--- src/rtl/demux_pkg.sv ---
// Shared definitions for the registered 1-to-4 demultiplexer.
//   NUM_OUT        number of output channels
//   WIDTH_DEFAULT  default data width
//   CNT_W_DEFAULT  default width of the optional per-channel delivery counters
//   chan_sel_t     2-bit destination channel select
//   sel_onehot()   decodes a channel select into a one-hot slot mask
package demux_pkg;

  localparam int unsigned NUM_OUT       = 4;
  localparam int unsigned WIDTH_DEFAULT = 8;
  localparam int unsigned CNT_W_DEFAULT = 16;

  typedef logic [1:0] chan_sel_t;

  function automatic logic [NUM_OUT-1:0] sel_onehot(input chan_sel_t sel);
    logic [NUM_OUT-1:0] oh;
    oh      = '0;
    oh[sel] = 1'b1;
    return oh;
  endfunction

endpackage

--- src/rtl/demux_out_slot.sv ---
// One-entry output register slice used for each channel of demux_registered.
// The valid flag is the slot state: low = EMPTY, high = FULL.
// Ports:
//   clk_i    clock, rising edge
//   rst_i    synchronous reset, active-high; empties the slot and zeroes its data
//   load_i   write d_i into the slot this cycle
//   d_i      data to load
//   ready_i  consumer takes the held word this cycle
//   q_o      held word (registered)
//   valid_o  slot holds a word
module demux_out_slot #(
  parameter int unsigned WIDTH = 8
) (
  input  logic             clk_i,
  input  logic             rst_i,
  input  logic             load_i,
  input  logic [WIDTH-1:0] d_i,
  input  logic             ready_i,
  output logic [WIDTH-1:0] q_o,
  output logic             valid_o
);

  logic [WIDTH-1:0] data_q, data_d;
  logic             valid_q, valid_d;

  always_comb begin
    data_d  = data_q;
    valid_d = valid_q;
    if (load_i) begin
      // A load wins over a same-cycle drain: the new word replaces the old
      // one and the slot stays full, giving one word per cycle throughput.
      data_d  = d_i;
      valid_d = 1'b1;
    end else if (valid_q && ready_i) begin
      valid_d = 1'b0;
    end
  end

  always_ff @(posedge clk_i) begin
    if (rst_i) begin
      data_q  <= '0;
      valid_q <= 1'b0;
    end else begin
      data_q  <= data_d;
      valid_q <= valid_d;
    end
  end

  assign q_o     = data_q;
  assign valid_o = valid_q;

endmodule

--- src/rtl/demux_registered.sv ---
// Registered 1-to-4 demultiplexer. One valid/ready input stream tagged with a
// destination select is steered into one of four independent one-entry output
// slots; each consumer drains its slot at its own pace. Input stalls only on
// the addressed slot (head-of-line blocking is intentional).
//
// Optional feature macro: DEMUX_REGISTERED_CNT_EN adds per-channel saturating
// delivery counters (parameter CNT_W, ports cnt_clr_i and cnt0_o..cnt3_o).
//
// Ports:
//   clk_i          clock, rising edge
//   rst_i          synchronous reset, active-high; drops all held words
//   in_valid_i     input word valid
//   in_ready_o     input can accept this cycle (combinational, addressed slot only)
//   sel_i          destination channel 0..3
//   in_i           input data
//   out0_o..out3_o channel data (registered)
//   out_valid_o    bit k: slot k holds a word
//   out_ready_i    bit k: consumer k takes the word this cycle
//   cnt_clr_i      [counters] synchronous clear of all counters
//   cnt0_o..cnt3_o [counters] words delivered on channel k, saturating
module demux_registered
  import demux_pkg::*;
#(
  parameter int unsigned WIDTH = WIDTH_DEFAULT
`ifdef DEMUX_REGISTERED_CNT_EN
  ,
  parameter int unsigned CNT_W = CNT_W_DEFAULT
`endif
) (
  input  logic               clk_i,
  input  logic               rst_i,
  input  logic               in_valid_i,
  output logic               in_ready_o,
  input  logic [1:0]         sel_i,
  input  logic [WIDTH-1:0]   in_i,
  output logic [WIDTH-1:0]   out0_o,
  output logic [WIDTH-1:0]   out1_o,
  output logic [WIDTH-1:0]   out2_o,
  output logic [WIDTH-1:0]   out3_o,
  output logic [NUM_OUT-1:0] out_valid_o,
  input  logic [NUM_OUT-1:0] out_ready_i
`ifdef DEMUX_REGISTERED_CNT_EN
  ,
  input  logic               cnt_clr_i,
  output logic [CNT_W-1:0]   cnt0_o,
  output logic [CNT_W-1:0]   cnt1_o,
  output logic [CNT_W-1:0]   cnt2_o,
  output logic [CNT_W-1:0]   cnt3_o
`endif
);

  chan_sel_t          sel;
  logic               accept;
  logic [NUM_OUT-1:0] load;
  logic [NUM_OUT-1:0] slot_valid;
  logic [WIDTH-1:0]   slot_data [NUM_OUT];

  assign sel = chan_sel_t'(sel_i);

  // The addressed slot can take a word if it is empty or is draining this cycle.
  assign in_ready_o = ~slot_valid[sel] | out_ready_i[sel];
  assign accept     = in_valid_i & in_ready_o;
  assign load       = accept ? sel_onehot(sel) : '0;

  for (genvar k = 0; k < NUM_OUT; k++) begin : g_slot
    demux_out_slot #(
      .WIDTH (WIDTH)
    ) u_slot (
      .clk_i   (clk_i),
      .rst_i   (rst_i),
      .load_i  (load[k]),
      .d_i     (in_i),
      .ready_i (out_ready_i[k]),
      .q_o     (slot_data[k]),
      .valid_o (slot_valid[k])
    );
  end

  assign out0_o      = slot_data[0];
  assign out1_o      = slot_data[1];
  assign out2_o      = slot_data[2];
  assign out3_o      = slot_data[3];
  assign out_valid_o = slot_valid;

`ifdef DEMUX_REGISTERED_CNT_EN
  logic [CNT_W-1:0]   cnt_q [NUM_OUT];
  logic [CNT_W-1:0]   cnt_d [NUM_OUT];
  logic [NUM_OUT-1:0] deliver;

  assign deliver = slot_valid & out_ready_i;

  always_comb begin
    for (int k = 0; k < NUM_OUT; k++) begin
      cnt_d[k] = cnt_q[k];
      if (cnt_clr_i) begin
        // Clear takes priority over a delivery in the same cycle.
        cnt_d[k] = '0;
      end else if (deliver[k] && (cnt_q[k] != {CNT_W{1'b1}})) begin
        cnt_d[k] = cnt_q[k] + 1'b1;
      end
    end
  end

  always_ff @(posedge clk_i) begin
    for (int k = 0; k < NUM_OUT; k++) begin
      if (rst_i) begin
        cnt_q[k] <= '0;
      end else begin
        cnt_q[k] <= cnt_d[k];
      end
    end
  end

  assign cnt0_o = cnt_q[0];
  assign cnt1_o = cnt_q[1];
  assign cnt2_o = cnt_q[2];
  assign cnt3_o = cnt_q[3];
`endif

endmodule

--- config.mk ---
export PLATFORM = sky130hd
export DESIGN_NAME = demux_registered
export DESIGN_NICKNAME = d
export VERILOG_FILES = /design/src/rtl/demux_pkg.sv /design/src/rtl/demux_out_slot.sv /design/src/rtl/demux_registered.sv
export SDC_FILE = /design/constraint.sdc
export NUM_CORES = 1
export LEC_CHECK = 0
export ABC_AREA = 1
export CAP_MARGIN = 20
export CORE_ASPECT_RATIO = 2
export CORE_MARGIN = 3
export CORE_UTILIZATION = 44
export CTS_BUF_LIST = sky130_fd_sc_hd__clkbuf_2
export CTS_CLUSTER_SIZE = 28
export DETAILED_ROUTE_END_ITERATION = 10
export PLACE_DENSITY = 0.85
export REMOVE_ABC_BUFFERS = 1
export SYNTH_ARGS = -nofsm -noshare
export SYNTH_HDL_FRONTEND = slang
export SYNTH_SLANG_ARGS = --single-unit
--- constraint.sdc ---
create_clock -name clk_i -period 3.08 [get_ports clk_i]
set_clock_uncertainty 0.05 [all_clocks]
set_input_delay 0.616 -clock clk_i [delete_from_list [all_inputs] [get_ports clk_i]]
set_output_delay 0.616 -clock clk_i [all_outputs]
set_load 0.005 [all_outputs]
==> results.md, run 1 <==
- The detailed-routing iteration count for the pre-antenna-repair pass is 4.
- The number of nets still failing antenna checks after routing is 0.
- The global-route wire length before repair is 7470 µm.
- The TritonCTS clock tree is done.
- The total of buffers placed on input and output ports is 53.
- After clock tree synthesis, the repair step resized 0 gates.
- The global placement routability congestion is 0.833.
- Setup repair after global routing left no endpoint under its margin.
- The total routing resource utilization after global routing is 0.189.
- The final max-slew violation count is 0.
- In this run, synthesis produced a sequential element count of 36.
- For this configuration, the core starts out at a cell density of 0.467.
- The number of clock buffers inserted by TritonCTS is 5.
- The final cell count without fillers is 395.
- From synthesis to final layout, the design area changed by 29.7%.
- The clock-pin slew of the registers on the worst-case setup and hold paths is 170 ps.
- Measured against its own limit, the worst slew margin works out to 0.678.
- The worst-skew pair later-pin latency is 390 ps.
- The number of buffers added for setup after CTS is 0.
- The number of antenna violations at the first check in global routing is 0.
- A synthesized cell averages 6.65 µm².
- The run finished with clean final reports.
- The tightest min-delay check is of the flop to flop type.
- The period utilization is 0.962.
- The number of placed I/O pins is 54.
- The peak supply drop is 0.000347 V.
- During synthesis, Yosys emitted a total of 0 warnings.
- The transition time at the pin with the least slew margin is 481 ps.
- The largest fanout of any net on the critical path is 7.
- Detailed routing inserted a total of 1,789 vias.
- The first routing iteration left 64 violations.
- The critical path data arrival time is 2300 ps.
- Adding up every negative setup slack in the final design gives 0 ps.
- 0 antenna diodes ended up in the layout.
- Setup violations remaining at the end of the flow were counted as 0.
- In the final routed layout, each cell accounts on average for 11.4 µm.
- The setup path with the least slack is of type primary input to primary output.
- The final critical-path required period is 2960 ps.
- The tool flagged a number of max-cap violations equal to 0.
- The worst setup path is launched from a primary input.
- The number of standard cells after synthesis is 293.
- The die is 100 µm tall.
- The analysis attributes to cell leakage a power of 1.22 nW.
- The total number of clock tree sinks is 36.
- Including well taps, the total number of placed cells is 387.
- The placement row count is 33.
- The power density over cell area is 396 nW/µm².
- The fraction of final layout cells with drive strength greater than 1 is 0.0787.
- Entering global routing, the biggest net connects 37 pins.
- The sort of element at the end of the critical path is a primary output.
- The maximum clock frequency is 338 MHz.
- After synthesis, the netlist uses 22 different library cells.
- For this run, the register share of the synthesized area comes to 0.370.
- The number of global-route vias before repair came to 1,678.
- The synthesized cell area is 1950 µm².
- The die outline area is 5310 µm².
- The H-tree was split into 2 levels.
- After detailed routing, the number of remaining DRC violations is 0.
- The via density per instance is 4.53.
- The final layout contains 359 nets.
- The required time of the critical path is 2410 ps.
- In the layout the commonest cells are nand2_1, inv_1, clkdlybuf4s50_1, dfxtp_1.
- The number of endpoints with negative hold slack in the final report is 0.
- The core region is 4170 µm².
- After detailed routing, the total wire length is 4500 µm.
- In this run, post-CTS hold repair placed 0 buffers.
- The clock root buffer is clkbuf_2.
- Summed over all nets, the half-perimeter wirelength after detailed placement is 3410 µm.
- After global routing the overflow that remains totals 0.
- Measured along the x axis, the die boundary spans 53.1 µm.
- The maximum count of clock buffers along a single path is 2.
-- kinds of logic (layout without fill, tap and decap cells) --
logic type             count (synthesis)  in the layout  synth area share
AND/OR/NAND/NOR                      157            157             0.405
buffers and inverters                 96            146             0.215
flip-flops                            36             36             0.370
AO/OA/AOI/OAI                          4              4            0.0103
-- cells in the mapped netlist --
| cell type | count | area share |
|---|---|---|
| nor2_1 | 32 | 0.062 |
| clkbuf_1 | 2 | 0.0039 |
| nor2_2 | 2 | 0.0064 |
| nand3_4 | 4 | 0.036 |
| buf_1 | 2 | 0.0039 |
| buf_4 | 4 | 0.015 |
| dfxtp_1 | 36 | 0.37 |
| nor2_4 | 1 | 0.0058 |
| nand2_8 | 1 | 0.010 |
| buf_6 | 5 | 0.029 |
| inv_4 | 1 | 0.0032 |
| nand3_2 | 1 | 0.0051 |
| inv_1 | 77 | 0.15 |
| nor2_8 | 1 | 0.010 |
| nand3_1 | 2 | 0.0051 |
| inv_2 | 1 | 0.0019 |
| nand4_1 | 32 | 0.10 |
| nand2_1 | 77 | 0.15 |
| buf_2 | 3 | 0.0077 |
| a21oi_1 | 4 | 0.010 |
| nand2_2 | 4 | 0.013 |
| clkinv_1 | 1 | 0.0019 |
-- final cells by class --
cell class / count / area (µm²)
clock buffer: 5 / 25.0
inverter: 80 / 303
timing repair buffer: 58 / 568
clock inverter: 3 / 37.5
sequential: 36 / 721
tap: 52 / 65.1
multi-input combinational: 161 / 808
fill: 392 / 1640
-- worst paths after layout --
path / depth (start not counted) / from / endpoint / slack, ps
setup / recovery: 7 / sel_i[1] / in_ready_o / 120
hold / removal: 2 / g_slot[1].u_slot.valid_o / g_slot[1].u_slot.valid_o / 450
setup reg to reg: 10 / g_slot[3].u_slot.valid_o / g_slot[1].u_slot.q_o[3] / 1390
hold reg to reg: 2 / g_slot[1].u_slot.valid_o / g_slot[1].u_slot.valid_o / 450
-- sequential cells by signal, indices dropped and copies added, names as in the netlist --
signal and flops:
g_slot.u_slot.valid_o 4, g_slot.u_slot.q_o 32
-- routing by layer --
| metal | wire, µm | vias up | GRT usage |
|---|---|---|---|
| met4 | 142 | 0 | 0.0886 |
| met2 | 2400 | 54 | 0.330 |
| li1 | - | 965 | - |
| met5 | 0 | - | 0 |
| met1 | 1750 | 760 | 0.214 |
| met3 | 203 | 10 | 0.0297 |
-- critical path, stage by stage --
cell and delay (ps):
clkdlybuf4s50_1 770, inv_2 100, nand3_1 110, nand2_2 70
nor2_4 130, nand2_8 60, clkdlybuf4s50_1 440
-- where the power goes --
| part | leakage (nW) | internal [W] | total (W) | switching, W |
|---|---|---|---|---|
| Sequential | 0.294 | 0.000491 | 0.000504 | 0.0000128 |
| Clock | 0.0380 | 0.000132 | 0.000286 | 0.000153 |
| Combinational | 0.890 | 0.000102 | 0.000211 | 0.000109 |
| Total | 1.22 | 0.000725 | 0.00100 | 0.000276 |
-- metrics by stage --
step | worst slack, ps | util | hold slack [ps] | total power [W] | instance area [µm²]
CTS | 131 | 0.606 | 450 | 0.00101 | 2530
global route | 34.6 | 0.606 | 479 | 0.00105 | 2530
detailed placement | 137 | 0.591 | 427 | 0.000725 | 2460
floorplan | 1300 | - | 416 | 0.000614 | 1830
finish | 117 | 0.606 | 451 | 0.00100 | 2530
global placement | 207 | 0.591 | 428 | 0.000720 | 2460
Power figures use the tool's default switching activity.
==> run 2, diff against run 1 <==
--- a/config.mk
+++ b/config.mk
@@ -13,7 +13,7 @@
 export CTS_BUF_LIST = sky130_fd_sc_hd__clkbuf_2
 export CTS_CLUSTER_SIZE = 28
 export DETAILED_ROUTE_END_ITERATION = 10
-export PLACE_DENSITY = 0.85
+export PLACE_DENSITY_LB_ADDON = 0.12
 export REMOVE_ABC_BUFFERS = 1
 export SYNTH_ARGS = -nofsm -noshare
 export SYNTH_HDL_FRONTEND = slang
==> run 2 against run 1 <==
Compared with the run above: via count grew 1.0%; worst setup slack improved by 48 ps; global-route usage is 0.38 points lower; total power decreased by 7.2%; flip-flop and latch count unchanged; first-iteration DRC count is 1.6% lower; routed wire length is 0.49% lower; register-to-register slack better by 60 ps; critical path depth did not move; die area did not move; clock-buffer cell count rose by 2; cell count rose by 0.25%; critical path type unchanged; critical endpoint unchanged.
==> results.md, run 2 (synthesis gave the netlist of run 1 again) <==
- Result of the run: complete, no violations (unchanged).
- The total of buffers placed on input and output ports is 53 (unchanged).
- The clock root buffer is clkbuf_2 (unchanged).
- The H-tree level count is 2 (unchanged).
- The peak supply drop is 0.000264 V (was 0.000347 V).
- The startpoint of the worst register-to-register path is g_slot[1].u_slot.valid_o (was g_slot[3].u_slot.valid_o).
- The final critical-path required period came to 2910 ps (was 2960 ps).
- The period utilization came to 0.946 (was 0.962).
- The number of nets in the layout is 360 (was 359).
- The largest net degree at the start of global routing is 37 (unchanged).
- The internal power is 0.000654 W (was 0.000725 W).
- The minimum setup slack among reg-to-reg paths came to 1450 ps (was 1390 ps).
- The largest fanout of any net on the critical path was 7 (unchanged).
- The worst-case reg-to-reg path depth is 10 (unchanged).
- The proportion of total power due to net switching is 0.295 (was 0.275).
- The path class of the lowest-slack min-delay path is flop to flop (unchanged).
- The clock network fraction of total power is 0.230 (was 0.286).
- The count of maximum capacitance violations is 0 (unchanged).
- The end of the worst hold path is g_slot[2].u_slot.valid_o (was g_slot[1].u_slot.valid_o).
- The number of buffers added for setup after CTS is 0 (unchanged).
- The critical path data arrival time was 2250 ps (was 2300 ps).
- The synthesis-to-finish area growth is 28.9% (was 29.7%).
- The number of antenna violations at the first check in global routing was 0 (unchanged).
- The post-route DRC violation count is 0 (unchanged).
- The maximum clock frequency was 343 MHz (was 338 MHz).
- The type of the worst setup path is primary input to primary output (unchanged).
- The number of endpoints with negative hold slack in the final report is 0 (unchanged).
- The worst hold margin is 444 ps (was 451 ps).
- Most used cells in the layout excluding fill and tap cells: nand2_1, inv_1, clkdlybuf4s50_1, dfxtp_1 (unchanged).
- The remaining max-slew budget at the tightest pin is 0.687 (was 0.678).
- The detailed-routing iteration count for the pre-antenna-repair pass is 4 (unchanged).
- The power density over cell area is 370 nW/µm² (was 396 nW/µm²).
- The destination of the worst register-to-register timing path is g_slot[3].u_slot.q_o[4] (was g_slot[1].u_slot.q_o[3]).
- The number of filler instances in the final layout is 425 (was 392).
- The number of hold-repair buffers added at the cts stage came to 0 (unchanged).
- The flip-flop count of the largest register after layout was 32 (unchanged).
- The area of the core was 4170 µm² (unchanged).
- The number of nets still failing antenna checks after routing is 0 (unchanged).
- RSZ-0062 raised after global routing: false (unchanged).
- The final max-slew violation count is 0 (unchanged).
- The logic gate share of total power is 0.227 (was 0.211).
- The total number of clock tree sinks is 36 (unchanged).
- The final count of negative-setup-slack endpoints is 0 (unchanged).
- The maximum count of clock buffers along a single path is 2 (unchanged).
- The fraction of final layout cells with drive strength greater than 1 is 0.0843 (was 0.0787).
- The number of placed I/O pins is 54 (unchanged).
- The worst-skew pair later-pin latency is 380 ps (was 390 ps).
- The number of gates resized after CTS is 0 (unchanged).
- The cell count of the worst hold path is 2 (unchanged).
- The launching element type of the critical path is a primary input (unchanged).
- The total area of multi-input combinational cells is 808 µm² (unchanged).
- The number of vias after detailed routing is 1,807 (was 1,789).
- The effective utilization at floorplan is 0.467 (unchanged).
- The number of global-route vias before repair is 1,628 (was 1,678).
- The global placement routability congestion is 0.780 (was 0.833).
- The transition time at the pin with the least slew margin is 468 ps (was 481 ps).
- The sum of overflow across all layers after global routing came to 0 (unchanged).
- The required time of the critical path was 2410 ps (about the same).
- The placement row count came to 33 (unchanged).
- The static leakage is 1.22 nW (about the same).
- The horizontal extent of the die is 53.1 µm (unchanged).
- The clock-pin slew of the registers on the worst-case setup and hold paths is 170 ps (about the same).
- The power dissipated by switching net loads is 0.000274 W (was 0.000276 W).
- The share of total power in sequential cells is 0.543 (was 0.503).
- The storage element area was 721 µm² (unchanged).
- The chip height is 100 µm (unchanged).
- The antenna diode count is 0 (unchanged).
- The via density per instance is 4.56 (was 4.53).
- The HPWL after detailed placement is 3350 µm (was 3410 µm).
- The sum of negative setup slack came to 0 ps (unchanged).
- The startpoint of the most critical hold path is g_slot[2].u_slot.valid_o (was g_slot[1].u_slot.valid_o).
- The global-route wire length before repair was 7230 µm (was 7470 µm).
- The number of clock buffers inserted by TritonCTS is 5 (unchanged).
- The wire length per cell after detailed routing is 11.3 µm (was 11.4 µm).
- The die outline area is 5310 µm² (unchanged).
- The DRC violation total after the first TritonRoute iteration is 63 (was 64).
- The overall routed net length came to 4470 µm (was 4500 µm).
- The sort of element at the end of the critical path is a primary output (unchanged).
- The TritonCTS clock tree is done (unchanged).
- The total routing resource utilization after global routing is 0.185 (was 0.189).
run 2: per-layer routing:
metal / wire length, µm / part of all wire / up-vias / global-route usage
li1: - / - / 964 / -
met1: 1770 / 0.40 / 781 / 0.217
met2: 2360 / 0.53 / 55 / 0.314
met3: 256 / 0.057 / 7 / 0.0401
met4: 91 / 0.020 / 0 / 0.0768
met5: 0 / 0 / - / 0
run 2: worst max path at each step:
stage | start | to | slack [ps] | depth (start not counted)
global placement | sel_i[0] | in_ready_o | 170 | 7
floorplan | sel_i[0] | in_ready_o | 1300 | 5
finish | sel_i[0] | in_ready_o | 170 | 7
global route | sel_i[0] | in_ready_o | 80 | 7
CTS | sel_i[0] | in_ready_o | 160 | 7
detailed placement | sel_i[0] | in_ready_o | 160 | 7
run 2: power by group through the flow:
stage               registers (W)  clock network, W   logic, W
floorplan                0.000515                 0  0.0000992
finish                   0.000504          0.000214   0.000211
global placement         0.000514                 0   0.000211
global route             0.000508          0.000240   0.000236
detailed placement       0.000514                 0   0.000212
CTS                      0.000505          0.000223   0.000213
run 2: final cells by class:
class	count	share of cell area
clock buffers	7	0.0140
clock inverters	1	0.00149
inverters	80	0.121
multi-input cells	161	0.322
flip-flops and latches	36	0.287
well taps	52	0.0259
repair buffers	59	0.229
run 2: critical path: stages:
cell             delay [ps]
clkdlybuf4s50_1         650
buf_4                   210
nand3_1                  90
nand2_2                 100
nor2_4                   50
nand2_8                  40
clkdlybuf4s50_1         480
run 2: metrics by stage:
stage	cells	total power (W)	worst slack, ps	cell area [µm²]	util
5_1_grt	396	0.000983	82.4	2510	0.602
6_report	396	0.000929	165	2510	0.602
3_3_place_gp	388	0.000724	170	2470	0.593
2_1_floorplan	277	0.000614	1300	1830	-
4_1_cts	396	0.000941	155	2510	0.602
3_5_place_dp	388	0.000726	162	2470	0.593
==> run 3, diff against run 2 <==
--- a/config.mk
+++ b/config.mk
@@ -13,6 +13,7 @@
 export CTS_BUF_LIST = sky130_fd_sc_hd__clkbuf_2
 export CTS_CLUSTER_SIZE = 28
 export DETAILED_ROUTE_END_ITERATION = 10
+export GPL_TIMING_DRIVEN = 0
 export PLACE_DENSITY_LB_ADDON = 0.12
 export REMOVE_ABC_BUFFERS = 1
 export SYNTH_ARGS = -nofsm -noshare
==> run 3 against run 2 <==
Compared with the run above: die area unchanged; hold slack improved by 4.4 ps; combinational power hardly changed; cell count shrank 1.3%; fmax down 1.1%; flip-flop and latch count unchanged; critical path depth is the same; sequential power hardly changed.
==> results.md, run 3 (synthesis gave the netlist of run 1 again) <==
- The launching element type of the critical path is a primary input (unchanged).
- The transition time at the pin with the least slew margin is 912 ps (was 468 ps).
- The total of buffers placed on input and output ports is 53 (unchanged).
- The critical path data arrival time is 2280 ps (was 2250 ps).
- The number of hold-repair buffers added at the cts stage came to 0 (unchanged).
- The total routing resource utilization after global routing was 0.182 (was 0.185).
- RSZ-0062 raised after global routing: false (unchanged).
- The period utilization is 0.957 (was 0.946).
- The cell with the largest stage delay on the worst path is clkdlybuf4s50_1 (unchanged).
- The maximum clock frequency came to 339 MHz (was 343 MHz).
- The worst stage delay on the critical path is 550 ps (was 650 ps).
- The worst-skew pair later-pin latency is 370 ps (was 380 ps).
- The largest net degree at the start of global routing was 38 (was 37).
- Result of the run: complete, no violations (unchanged).
- The HPWL after detailed placement is 3090 µm (was 3350 µm).
- The clock-pin slew of the registers on the worst-case setup and hold paths came to 170 ps (about the same).
- The peak supply drop was 0.000244 V (was 0.000264 V).
- The overall routed net length is 4360 µm (was 4470 µm).
- The TritonCTS clock tree is done (unchanged).
- The routed metal-1 wirelength was 1780 µm (was 1770 µm).
- The fraction of final layout cells with drive strength greater than 1 was 0.0708 (was 0.0843).
- The clock root buffer is clkbuf_2 (unchanged).
- The worst hold margin was 449 ps (was 444 ps).
- The number of global-route vias before repair is 1,571 (was 1,628).
- The smallest setup slack after layout came to 134 ps (was 165 ps).
- The number of nets in the layout is 355 (was 360).
- The minimum setup slack among reg-to-reg paths is 1680 ps (was 1450 ps).
- The placement row count came to 33 (unchanged).
- The static leakage is 1.21 nW (was 1.22 nW).
- Cells along the critical path: clkdlybuf4s15_1 > nor2_8 > nand2_2 > nand2_2 > nor2_4 > nand2_8 > clkdlybuf4s50_1 (was clkdlybuf4s50_1 > buf_4 > nand3_1 > nand2_2 > nor2_4 > nand2_8 > clkdlybuf4s50_1).
- The wire length per cell after detailed routing was 11.1 µm (was 11.3 µm).
- The number of buffer and inverter instances along the worst setup path came to 2 (was 3).
- The count of maximum capacitance violations is 0 (unchanged).
- The effective utilization at floorplan is 0.467 (unchanged).
- The number of antenna violations at the first check in global routing is 0 (unchanged).
- The number of filler instances in the final layout is 414 (was 425).
- The sum of overflow across all layers after global routing is 0 (unchanged).
- The dominant delay contributor by cell family on the critical path is buffers and inverters (unchanged).
- The number of vias after detailed routing is 1,798 (was 1,807).
- The number of endpoints with negative hold slack in the final report was 0 (unchanged).
- The die outline area was 5310 µm² (unchanged).
- The via density per instance came to 4.60 (was 4.56).
- The number of clock buffers inserted by TritonCTS is 5 (unchanged).
- The largest fanout of any net on the critical path is 37 (was 7).
- The number of placed I/O pins came to 54 (unchanged).
- The global placement routability congestion was 0.828 (was 0.780).
- The H-tree level count is 2 (unchanged).
- Most used cells in the layout excluding fill and tap cells: nand2_1, inv_1, clkdlybuf4s50_1, dfxtp_1 (unchanged).
- The remaining max-slew budget at the tightest pin is 0.392 (was 0.687).
- The number of nets still failing antenna checks after routing is 0 (unchanged).
- The path class of the lowest-slack min-delay path is flop to flop (unchanged).
- The required time of the critical path was 2410 ps (about the same).
- The power after layout is 0.000924 W (was 0.000929 W).
- The flip-flop count of the largest register after layout is 32 (unchanged).
- The area of the core is 4170 µm² (unchanged).
- The cell with the most instances on the worst path is nand2_2 (was clkdlybuf4s50_1).
- The power density over cell area is 371 nW/µm² (was 370 nW/µm²).
- The worst setup slack before clock tree synthesis is -147 ps (was 162 ps).
- The sum of negative setup slack is 0 ps (unchanged).
- The total number of clock tree sinks is 36 (unchanged).
- The global-route wire length before repair came to 7220 µm (was 7230 µm).
- The met3 routed wirelength is 252 µm (was 256 µm).
- The synthesis-to-finish area growth is 27.9% (was 28.9%).
- The DRC violation total after the first TritonRoute iteration came to 41 (was 63).
- The number of placed cells counting well taps is 383 (was 388).
- The final cell count without fillers is 391 (was 396).
- The antenna diode count was 0 (unchanged).
- The post-route DRC violation count is 0 (unchanged).
- The final critical-path required period is 2950 ps (was 2910 ps).
- The sort of element at the end of the critical path was a primary output (unchanged).
- The detailed route wirelength on metal2 is 2240 µm (was 2360 µm).
- The type of the worst setup path is primary input to primary output (unchanged).
- The chip height is 100 µm (unchanged).
- The detailed-routing iteration count for the pre-antenna-repair pass is 4 (unchanged).
- The horizontal extent of the die is 53.1 µm (unchanged).
- The final count of negative-setup-slack endpoints came to 0 (unchanged).
- The top routing layer in use is met4 (unchanged).
- The maximum count of clock buffers along a single path is 2 (unchanged).
- The final max-slew violation count is 0 (unchanged).
-- run 3: cell types whose count changed in the layout (fill, tap and decap cells not counted) --
cell,previous run,this run
buf_16,0,1
clkdlybuf4s15_1,0,1
clkdlybuf4s50_1,53,51
buf_4,6,0
dlygate4sd2_1,0,1
-- run 3: worst min-delay path, delay by kind of cell (launching register included) --
family           cells  cell delay [ps]
flip-flops           1              360
AND/OR/NAND/NOR      1               70
AO/OA/AOI/OAI        1               50
-- run 3: final timing paths --
path                                    to                      from  cells after the start
setup reg to reg   g_slot[3].u_slot.q_o[6]  g_slot[1].u_slot.valid_o                      9
hold / removal    g_slot[3].u_slot.valid_o  g_slot[3].u_slot.valid_o                      2
hold reg to reg   g_slot[3].u_slot.valid_o  g_slot[3].u_slot.valid_o                      2
setup / recovery                in_ready_o                  sel_i[0]                      7
-- run 3: layout make-up --
type,count,area (µm²),area share
flip-flops and latches,36,721,0.289
inverters,80,303,0.121
well taps,52,65.1,0.0261
multi-input cells,161,808,0.324
clock buffers,7,35.0,0.0141
repair buffers,54,557,0.223
clock inverters,1,3.75,0.00151
-- run 3: where the power goes --
group	switching [W]	leakage, nW	internal (W)
Clock	0.000151	0.0306	0.0000609
Combinational	0.000108	0.881	0.000101
Sequential	0.0000125	0.294	0.000491
Total	0.000271	1.21	0.000652
-- run 3: per-layer routing --
metal	global-route usage	up-vias
li1	-	958
met2	0.282	62
met3	0.0357	8
met4	0.0965	0
met5	0	-
met1	0.232	770
-- run 3: metrics by stage --
| step | util | area [µm²] |
|---|---|---|
| finish | 0.598 | 2490 |
| global route | 0.598 | 2490 |
| CTS | 0.597 | 2490 |
| detailed placement | 0.589 | 2450 |
| global placement | 0.582 | 2430 |
| floorplan | - | 1830 |
-- run 3: repair_timing --
action,in CTS,in global routing
setup buffers,0,0
gates resized for setup,2,1
endpoints found under the hold margin,0,0
setup endpoints to repair,1,1
==> edit: new RTL, flow settings as in run 1 <==
`data_q` no longer has a reset.
--- a/src/rtl/demux_out_slot.sv
+++ b/src/rtl/demux_out_slot.sv
@@ -38,12 +38,14 @@
 
   always_ff @(posedge clk_i) begin
     if (rst_i) begin
-      data_q  <= '0;
       valid_q <= 1'b0;
     end else begin
-      data_q  <= data_d;
       valid_q <= valid_d;
     end
+  end
+
+  always_ff @(posedge clk_i) begin
+    data_q <= data_d;
   end
 
   assign q_o     = data_q;
Check against the original RTL: not equivalent (Yosys sat finds a counterexample within 4 cycles, from zero or initial values and one cycle with rst_i high).
==> edit against run 1 <==
Area after synthesis down 33%. Setup slack better by 0.034 ns. Count of clock-buffer cells in the layout is the same. Power is 8.8% lower. Cell area shrank 25%. Cell count fell by 57%. Wire length fell by 41%. Sequential cell count unchanged. Sequential share of layout area grew 27 points.
==> edit: results (changes against run 1) <==
* Clock Latency Late Sink at 0.37 ns (-0.02 ns)
* Post-CTS Setup Bufs at 0 (unchanged)
* WL met3 at 196 um (-3.4%)
* Sequential Area at 1040 um^2 (+44%)
* Gr usage total at 16.5% (-2.3 points)
* Max FFs per register at 32 (unchanged)
* Multi-input combinational area share at 9.39% (-23 points)
* Final net count at 157 (-56%)
* Filler Cell Count at 215 (-45%)
* Hold path startpoint: g_slot[0].u_slot.valid_o$_SDFFE_PP0P_
* Slowest-stage cell, CP: clkdlybuf4s50_1
* Hpwl dp at 2.01 mm (-41%)
* R2r worst-path depth at 7 (-3)
* Outcome: complete, no violations
* Final hold slack at 0.450 ns (-0.00109 ns)
* Reg2Reg Launch Point: g_slot[3].u_slot.valid_o$_SDFFE_PP0P_
* Worst vdd ir at 383 uV (+10%)
* Synth cell types at 15 (-32%)
* Root buf cell: clkbuf_2
* WL met2 at 1.50 mm (-37%)
* R2r setup slk at 1.53 ns (+0.14 ns)
* Comb_multi_in at 33 (-80%)
* Synth Flop Type: edfxtp_1
* Signal buffers share of area at 28.0% (+5.6 points)
* Slew headroom at 73.3% (+5.5 points)
* Ranking of synthesized cells by area: edfxtp_1 74%, dfxtp_1 6.1%, nand2_1 4.0%
* CP max FO at 8 (+1)
* Yosys warns at 0 (unchanged)
* Via density at 4.84 (+6.8%)
* Clk tree area frac at 3.31% (+0.83 points)
* Clock slew at reported path FFs at 0.15 ns (-0.02 ns)
* Hold Crit Depth at 2 (unchanged)
* Met3 GRT Util at 6.07% (+3.1 points)
* TritonRoute pass-1 iters at 4 (unchanged)
* GP Congestion at 0.844 (+1.3%)
* First-pass GRT wire length at 4.21 mm (-44%)
* Max incr delay on CP at 0.67 ns (-0.10 ns)
* Synth cell count leaders: 32 x edfxtp_1, 14 x nand2_1, 9 x inv_1
* Worst Hold End: g_slot[0].u_slot.valid_o$_SDFFE_PP0P_
* Largest net degree at the start of global routing at 12 (-68%)
* Lkg Pwr at 0.721 nW (-41%)
* DR iter-0 viols at 10 (-84%)
* Critical path arrival at 2.26 ns (-0.04 ns)
* Post-route met1 wirelength at 832 um (-52%)
* Number of global-route vias before repair at 891 (-47%)
* Met2 GRT Util at 28.3% (-4.7 points)
* Drt total wl at 2.64 mm (-41%)
* R2r endpoint: g_slot[0].u_slot.q_o[2]$_DFFE_PP_
* EDFF count, synth at 32 (+32)
* Non-clock buffer count at 53 (-8.6%)
* Logic inverters at 11 (-86%)
* Post-synthesis sequential area ratio at 79.8% (+43 points)
* Met1 Use GR at 14.6% (-6.8 points)
* Layout cells sized above 1 at 12.8% (+4.9 points)
* Cts repair resizes at 0 (unchanged)
==> edit: changes by cell type after synthesis, sizes merged <==
cell	change
clkinv	-1
nand4	-32
nor2	-32
inv	-68
dfxtp	-32
buf	-9
nand2	-64
clkbuf	-2
edfxtp	+32
==> edit: power breakdown <==
part           total (W)  leakage (nW)  internal (W)  switching (W)
Clock           0.000276        0.0380      0.000132       0.000143
Sequential      0.000553         0.326      0.000548     0.00000462
Combinational  0.0000848         0.356     0.0000473      0.0000375
Total           0.000913         0.721      0.000728       0.000185
==> edit: cell families (layout without fill, tap and decap cells) <==
family / count (synthesis) / count (layout) / share of synthesized area (%)
buffers and inverters: 16 / 72 / 6.53
AO/OA/AOI/OAI: 4 / 4 / 1.54
flip-flops: 36 / 36 / 79.8
AND/OR/NAND/NOR: 29 / 29 / 12.1
==> edit: worst max-delay path by stage <==
stage,end,slack [ns],from,cells past startpoint
finish,in_ready_o,0.15,sel_i[0],8
global route,in_ready_o,0.07,sel_i[0],8
CTS,in_ready_o,0.17,sel_i[0],8
detailed placement,in_ready_o,0.18,sel_i[0],8
global placement,in_ready_o,0.26,sel_i[0],8
floorplan,in_ready_o,1.45,sel_i[1],5
==> edit: per-stage QoR <==
| stage | setup WS [ns] | area, um^2 | instances | power (W) | utilization (%) |
|---|---|---|---|---|---|
| floorplan | 1.45 | 1260 | 80 | 0.000586 | - |
| global placement | 0.265 | 1830 | 162 | 0.000645 | 65.2 |
| detailed placement | 0.175 | 1830 | 162 | 0.000649 | 65.2 |
| CTS | 0.174 | 1890 | 170 | 0.000925 | 67.5 |
| global route | 0.0738 | 1890 | 170 | 0.000959 | 67.5 |
| finish | 0.151 | 1890 | 170 | 0.000913 | 67.5 |
